**config.mk**
```make
export PLATFORM = sky130hd
export DESIGN_NAME = pipe_rot
export DESIGN_NICKNAME = d
export VERILOG_FILES = /design/src/rtl/pipe_rot.sv
export SDC_FILE = /design/constraint.sdc
export NUM_CORES = 1
export LEC_CHECK = 0
export ABC_AREA = 1
export CAP_MARGIN = 20
export CORE_UTILIZATION = 50
export CTS_CLUSTER_DIAMETER = 120
export DETAILED_ROUTE_END_ITERATION = 10
export PLACE_DENSITY = 0.71
export SYNTH_ARGS = -nofsm -noshare
export SYNTH_HDL_FRONTEND = slang
export SYNTH_SLANG_ARGS = --single-unit
```
**constraint.sdc**
```tcl
create_clock -name clk -period 1.92 [get_ports clk]
set_clock_uncertainty 0.2 [all_clocks]
set_input_delay 0.384 -clock clk [delete_from_list [all_inputs] [get_ports clk]]
set_output_delay 0.384 -clock clk [all_outputs]
set_load 0.005 [all_outputs]
```
**src/rtl/pipe_rot.sv**
```systemverilog
// Pipelined barrel rotator/shifter: LOG2_N registered stages with valid/ready flow control.
// Optional PIPE_ROT_XFER_COUNT_EN adds a 16-bit xfer_count output counting output transfers.
module pipe_rot #(
  parameter int N      = 32,
  parameter int LOG2_N = 5
) (
  input  logic              clk,
  input  logic              rst_n,
  input  logic              in_valid,
  output logic              in_ready,
  input  logic [0:N-1]      bits,
  input  logic [0:LOG2_N-1] k,
  input  logic [1:0]        mode,
  output logic              out_valid,
  input  logic              out_ready,
`ifdef PIPE_ROT_XFER_COUNT_EN
  output logic [15:0]       xfer_count,
`endif
  output logic [0:N-1]      rotated_bits
);

  typedef enum logic [1:0] {
    ROT_R = 2'b00,
    ROT_L = 2'b01,
    SHR_L = 2'b10,
    SHR_A = 2'b11
  } mode_e;

  // Applies one fixed-weight step; index arithmetic wraps mod N by truncation since N is a power of two.
  function automatic logic [0:N-1] stage_shift(input logic [0:N-1] w, input int amt,
                                               input logic en, input logic [1:0] m);
    logic [0:N-1]      r;
    logic [LOG2_N-1:0] pos;
    logic [LOG2_N-1:0] src;
    r = w;
    if (en) begin
      for (int i = 0; i < N; i++) begin
        pos = LOG2_N'(i);
        if (mode_e'(m) == ROT_L) begin
          src    = LOG2_N'(i + amt);
          r[pos] = w[src];
        end else begin
          src = LOG2_N'(i - amt);
          if (i >= amt || mode_e'(m) == ROT_R) r[pos] = w[src];
          else if (mode_e'(m) == SHR_L)        r[pos] = 1'b0;
          else                                 r[pos] = w[0];
        end
      end
    end
    return r;
  endfunction

  logic              valid_q [LOG2_N];
  logic [0:N-1]      data_q  [LOG2_N];
  logic [0:LOG2_N-1] k_q     [LOG2_N];
  logic [1:0]        mode_q  [LOG2_N];
  logic [0:N-1]      shifted [LOG2_N];
  logic              stall;

  assign out_valid    = valid_q[LOG2_N-1];
  assign stall        = out_valid && !out_ready;
  assign in_ready     = !stall;
  assign rotated_bits = shifted[LOG2_N-1];

  // Register s holds the word with steps 0..s-1 applied; step s is applied on its way out.
  for (genvar s = 0; s < LOG2_N; s++) begin : g_stage
    assign shifted[s] = stage_shift(data_q[s], N >> (s + 1), k_q[s][s], mode_q[s]);

    if (s == 0) begin : g_first
      always_ff @(posedge clk or negedge rst_n) begin
        if (!rst_n) begin
          valid_q[0] <= 1'b0;
          data_q[0]  <= '0;
          k_q[0]     <= '0;
          mode_q[0]  <= '0;
        end else if (!stall) begin
          valid_q[0] <= in_valid;
          data_q[0]  <= bits;
          k_q[0]     <= k;
          mode_q[0]  <= mode;
        end
      end
    end else begin : g_next
      always_ff @(posedge clk or negedge rst_n) begin
        if (!rst_n) begin
          valid_q[s] <= 1'b0;
          data_q[s]  <= '0;
          k_q[s]     <= '0;
          mode_q[s]  <= '0;
        end else if (!stall) begin
          valid_q[s] <= valid_q[s-1];
          data_q[s]  <= shifted[s-1];
          k_q[s]     <= k_q[s-1];
          mode_q[s]  <= mode_q[s-1];
        end
      end
    end
  end

`ifdef PIPE_ROT_XFER_COUNT_EN
  always_ff @(posedge clk or negedge rst_n) begin
    if (!rst_n)                      xfer_count <= '0;
    else if (out_valid && out_ready) xfer_count <= xfer_count + 16'd1;
  end
`endif

endmodule

```
After elaboration in Yosys (flattened, before gate mapping)
Cells that the tools add are included.

Equality and inequality tests: 10. Mux-type cells: 185. Reduce and logical (&&, ||, !) cells: 8.

Operators with widths (count): $mux W1 (180); $mux W32 (5); $eq A2 B1 Y1 const B (5); $eq A2 B2 Y1 const B (5); $logic_not A2 Y1 (5); $logic_not A1 Y1 (2); $logic_and A1 B1 Y1 (1).

Register bits after elaboration: 190. Input port bits: 43. Output and inout port bits: 34. Logic and storage cells: 223.

Longest topological paths before layout
Depth after elaboration: 5. Depth in mapped cells: 8. Depth with buffers taken out: 6.

Worst setup path before layout
No wires, ideal clock.

Path kind: reg-to-output. From: reg k_q[0] (netlist bit). To: out rotated_bits[19] (netlist bit). Arrival time: 1143 ps. Data required time: 1336 ps. Slack: 193 ps. Stages on the path, launching flop included: 7. Path buffers: 2. Path through: dfrtp_1 inv_1 clkbuf_1 a21oi_1 o21ai_0 o21ai_0 buf_4.

RTL lines: start, declared (line 55) `logic [0:LOG2_N-1] k_q [LOG2_N];`; start signal, assigned by index (line 93) `k_q[s] <= k_q[s-1];`; end, declared (line 19) `output logic [0:N-1] rotated_bits`.

Worst setup path after layout
From: reg mode_q[1] (netlist bit). To: out rotated_bits[23] (netlist bit).

Word-level cells in the longest chain between the ends: 3.

RTL lines: start, declared (line 56) `logic [1:0] mode_q [LOG2_N];`; start signal, assigned by index (line 94) `mode_q[s] <= mode_q[s-1];`; $eq A2 B1 Y1 (line 39) `if (mode_e'(m) == ROT_L) begin`; $mux W1 (line 39); $mux W32 (line 36) `if (en) begin`.

Every way passes these cells.

==> impl_metrics.env <==
export IMPL_clock_latency_ps=440
export IMPL_num_io_pins=77
export IMPL_postRouteAntennaNets=0
export IMPL_gp_congestion=0.821
export IMPL_antenna_found_initial=0
export IMPL_diodes=0
export IMPL_regToRegSetupSlack_ps=240
export IMPL_relSlewSlack_pct=62.2
export IMPL_detailed_place_hpwl_um=17600
export IMPL_ir_drop_mv=0.935
export IMPL_numCtsBuffers=17
export IMPL_clockBufferDepth=2
export IMPL_p_total_mw=22.5
export IMPL_vias=9794
export IMPL_syn_to_final_growth_pct=15.8
export IMPL_ys_seq_elements=190
export IMPL_critPathKind="reg -> out"
export IMPL_crit_fanout=8
export IMPL_final_util_pct=59.4
export IMPL_synth_area_leaders="dfrtp_1, nand2_1, o21ai_0, inv_1, a21oi_1"
export IMPL_finalSetupViolCount=32
export IMPL_worst_pin_slew_ps=566
export IMPL_required_ps=1340
export IMPL_cts_sinks=190
export IMPL_grt_pass1_wl_um=43300
export IMPL_violations="negative setup slack"
export IMPL_initial_core_util_pct=51.3
export IMPL_drt_pass1_iterations=5
export IMPL_fmax_mhz=449
export IMPL_hold_viol=0
export IMPL_core_area_um2=21200
export IMPL_mostFrequentLayoutCell="nand2_1"
export IMPL_maxCapViolations=0
export IMPL_final_nets=1646
export IMPL_cts_clk_slew_worst_paths_ps=80
export IMPL_wl_per_cell_um=14.0
export IMPL_rsz0062_at_grt="true"
export IMPL_h_tree_depth=4
export IMPL_seq_area_frac_synth_pct=43.6
export IMPL_p_leak_nw=6.49
export IMPL_hold_slack_ps=225
export IMPL_synth_distinct_cells=21
export IMPL_grt_pass1_vias=8742
export IMPL_fin_crit_ps=2230
export IMPL_vias_per_cell=5.18
export IMPL_layout_worst_path_cycle_share_pct=116
export IMPL_cts_tree="done"
export IMPL_status="complete, but fails checks"
export IMPL_first_iter_violations=742
export IMPL_drv_slew=0
export IMPL_synth_fp_nets=1624
export IMPL_drc=0
export IMPL_syn_inst=1581
export IMPL_grt_max_degree=68
export IMPL_rr_startpoint="mode_q[6]"
export IMPL_critical_path_arrival_ps=1640
export IMPL_port_buffers=76
export IMPL_start_kind="flop"
export IMPL_drive_above_1_share_pct=12.0
export IMPL_fin_cells=1891
export IMPL_powerDensity_nw_per_um2=1780
export IMPL_gr_usage_all_layers_pct=24.3
export IMPL_grt_overflow_total=0
export IMPL_end_kind="output pin"
export IMPL_wl_um=26500
export IMPL_dp_cells=1844
export IMPL_r2r_cells=5
export IMPL_ys_warnings_count=0
export IMPL_dp_slack_ps=-230
export IMPL_critPathLaunch="mode_q[1]"
export IMPL_fp_row_count=53
export IMPL_avgSynthCellArea_um2=6.89
export IMPL_setup_ws_ps=-308
export IMPL_syn_area_um2=10900
export IMPL_die_h_um=150
export IMPL_root_buffer="clkbuf_16"
export IMPL_synth_top_area_share_pct=43.6
export IMPL_hold_path_class="in -> async"
export IMPL_die_width_um=150
export IMPL_layout_common_cells="nand2_1, inv_1, dfrtp_1"
export IMPL_timing_rr_end="data_q[71]"
export IMPL_dieArea_um2=22400
export IMPL_yosysTopAreaCell="dfrtp_1"
stage by stage:
| stage | setup TNS (ps) | cell area, um^2 |
|---|---|---|
| after detailed placement | -14350 | 11800 |
| after CTS | -8400 | 12400 |
| after global routing | -10940 | 12600 |
| after global placement | -10290 | 11800 |
| after floorplan | 0 | 10900 |
| final | -8610 | 12600 |
how the worst max path moves through the flow:
stage | cells after the start | end
after floorplan | 6 | rotated_bits[19]
after detailed placement | 7 | rotated_bits[29]
after CTS | 7 | rotated_bits[26]
after global routing | 7 | rotated_bits[21]
final | 7 | rotated_bits[23]
after global placement | 7 | rotated_bits[26]
layout make-up:
type,instances,area [um^2]
Inverter,277,1050
Clock buffer,18,429
Tap cell,275,344
Sequential cell,190,4760
Multi-Input combinational cell,980,4490
Clock inverter,14,168
Timing Repair Buffer,137,1380
Fill cell,1981,8610
sequential cells by signal (all words and copies together), names as in the netlist:
| name | cells |
|---|---|
| valid_q | 4 |
| out_valid | 1 |
| k_q | 15 |
| data_q | 160 |
| mode_q | 10 |
critical path, cell delays in order, from the launching register on:
cell       delay [ps]
dfrtp_1           390
inv_2             110
nand2_8           110
clkbuf_16         190
a21oi_2           110
o21ai_0            80
o21ai_1            70
buf_2             120
cells in the mapped netlist (all sizes together):
| library cell | n |
|---|---|
| a21oi | 132 |
| a31oi | 12 |
| nand3 | 123 |
| buf | 95 |
| nor2 | 109 |
| dfrtp | 190 |
| nand2 | 364 |
| o21ai | 220 |
| clkinv | 1 |
| o211ai | 16 |
| o22ai | 4 |
| clkbuf | 39 |
| inv | 276 |
cells by family after synthesis:
| family | share of synthesized area, % |
|---|---|
| flip-flops | 43.6 |
| AO/OA/AOI/OAI | 18.2 |
| buffers and inverters | 16.1 |
| AND/OR/NAND/NOR | 22.0 |
layer usage:
metal / part of all wire [%] / GRT usage (%)
met1: 47 / 33.9
met2: 48 / 38.3
met3: 3.4 / 3.54
met4: 2.3 / 8.52
met5: 0 / 0
power breakdown:
group | internal [mW] | switching, mW
Clock | 1.97 | 1.66
Sequential | 5.91 | 1.21
Combinational | 4.48 | 7.28
Total | 12.4 | 10.2
what timing repair did:
item,in CTS,in global routing
resized for setup,131,82
hold buffers,1,0
setup buffers,5,2
endpoints found under the hold margin,55,0
gates cloned,2,5
setup endpoints to repair,33,33
pin swaps,0,2
No activity file was read; power rests on OpenSTA's default activity.
==> edit: new RTL, config.mk and constraints unchanged <==
Set the parameter `LOG2_N` to 6 (it was 5).
--- a/src/rtl/pipe_rot.sv
+++ b/src/rtl/pipe_rot.sv
@@ -4,3 +4,3 @@
   parameter int N      = 32,
-  parameter int LOG2_N = 5
+  parameter int LOG2_N = 6
 ) (
Ports: changed (resized k); port bits go from 77 to 78. The function was not compared with the original's and may differ.
==> edit against the original RTL <==
- synthesized area is 13% higher
- highest routed layer unchanged
- cell count is 10% higher
- worst setup slack better by 0.39 ns
- critical path depth is 4 lower
- fmax is 21% higher
- design area is 12% higher
- total power is 11% higher
- sequential cell count is 33 higher
- wire length is 4.5% higher
==> edit: results (changes against the original RTL) <==
INFO  synth          netlist_instances=1730 [+9.4%]
INFO  setup_path     timing.critical_path.slowest_cell_delay=0.41ns [+0.02 ns]
INFO  power_and_ir_drop switching_share=42.1% [-3.0 points]
INFO  setup_path     cp_slowest_cell=dfrtp_2
INFO  placed_design  place_inst=2029 [+10%]
INFO  power_and_ir_drop portion_of_total_power_attributed_to_sequential_cells=33.4% [+1.8 points]
INFO  detailed_routing wirelength_met1=12500um [+0.71%]
INFO  detailed_routing drt_iter0_drc=1119 [+51%]
INFO  outcome        outcome=complete, no violations
INFO  setup_path     reg2reg_slack=0.26ns [+0.02 ns]
INFO  finish         layout_top_registers=data_q: 192 flops, k_q: 15 flops, mode_q: 10 flops
INFO  setup_path     path_max_fanout=3 [-5]
INFO  global_route   grtUsageTotal=22.5% [-1.8 points]
INFO  power_and_ir_drop total_power=24.9mW [+11%]
INFO  timing         hold_ws=0.161ns [-0.0639 ns]
INFO  power_and_ir_drop worst_supply_voltage_drop_on_vdd=0.00114V [+22%]
INFO  detailed_routing topRoutingLayerUsed=met4
INFO  setup_path     path_delay_family=flip-flops
INFO  clock_network  inserted_clock_buffers=25 [+8]
INFO  synth          synth.top_cells.by_count=403 x nand2_1, 281 x inv_1, 229 x nand3_1
INFO  clock_network  cts_sinks=223 [+17%]
INFO  setup_path     crit-reg2reg-launch=out_valid
INFO  setup_path     critPathArrivalTime=1.25ns [-0.39 ns]
INFO  clock_network  cts.repair_timing.setup_buffer_count=9 [+4]
INFO  global_route   grt_first_pass_wirelength=47900um [+11%]
INFO  global_route   groute.layer.met2.usage=38.5% [+0.17 points]
INFO  power_and_ir_drop power.share.clock=20.0% [+3.9 points]
INFO  synth          yosys_cell_types=20 [-4.8%]
INFO  global_route   vias_in_the_first_global_route=9971 [+14%]
INFO  detailed_routing finalWirelength=27600um [+4.5%]
INFO  clock_network  max-clock-path-buffers=3 [+1]
INFO  clock_network  cts.htree.levels=1 [-3]
INFO  placed_design  place.detailed.hpwl=19200um [+9.3%]
INFO  placed_design  preCtsSetupSlack=-0.185ns [+0.0449 ns]
INFO  synth          postSynthNetCount=1774 [+9.2%]
INFO  synth          synth_seq_area_share=45.2% [+1.5 points]
INFO  synth          synth_top_cells_by_area=dfrtp_1 45%, nand2_1 12%, nand3_1 9.3%
INFO  setup_path     worst_r2r_path_depth=7 [+2]
INFO  placed_design  final_estimated_routing_congestion_in_global_placement=0.855 [+4.1%]
INFO  placed_design  placed_area=13200squm [+12%]
INFO  power_and_ir_drop power.leakage=7.35nW [+13%]
INFO  clock_network  resized_cells_post_cts=39 [-70%]
INFO  clock_network  clkLatencyLatePin=0.53ns [+0.09 ns]
INFO  setup_path     worstReg2RegEnd=data_q[11]
INFO  finish         post_route_cells_drive_above_1_share=6.25% [-5.8 points]
INFO  detailed_routing num_vias=10800 [+10%]
INFO  timing         worst_slew_pin_slew=0.394ns [-0.171 ns]
## edit: kinds of logic (layout without fill, tap and decap cells)
kind of cell / after synthesis / after routing / share of synthesized area (%)
buffers and inverters: 439 / 469 / 16.0
DFF: 223 / 223 / 45.2
and+or+nand+nor: 743 / 743 / 25.1
AOI/OAI and AO/OA: 325 / 325 / 13.7
## edit: how the worst max path moves through the flow
stage | start | end | slack [ns] | cells past startpoint
3_3_place_gp | out_ready | in_ready | -0.17 | 4
4_1_cts | out_valid | in_ready | 0.07 | 3
3_5_place_dp | out_ready | in_ready | -0.19 | 4
6_report | out_valid | in_ready | 0.08 | 3
2_1_floorplan | out_valid | in_ready | 0.48 | 3
5_1_grt | out_valid | in_ready | 0.04 | 3
## edit: area by class of cell
cell class	count	area, sq um
fillers	2303	10100
well taps	324	405
flip-flops and latches	223	5580
clock inverters	8	144
clock buffers	37	711
inverters	288	1080
multi-input cells	1068	4810
repair buffers	136	1380
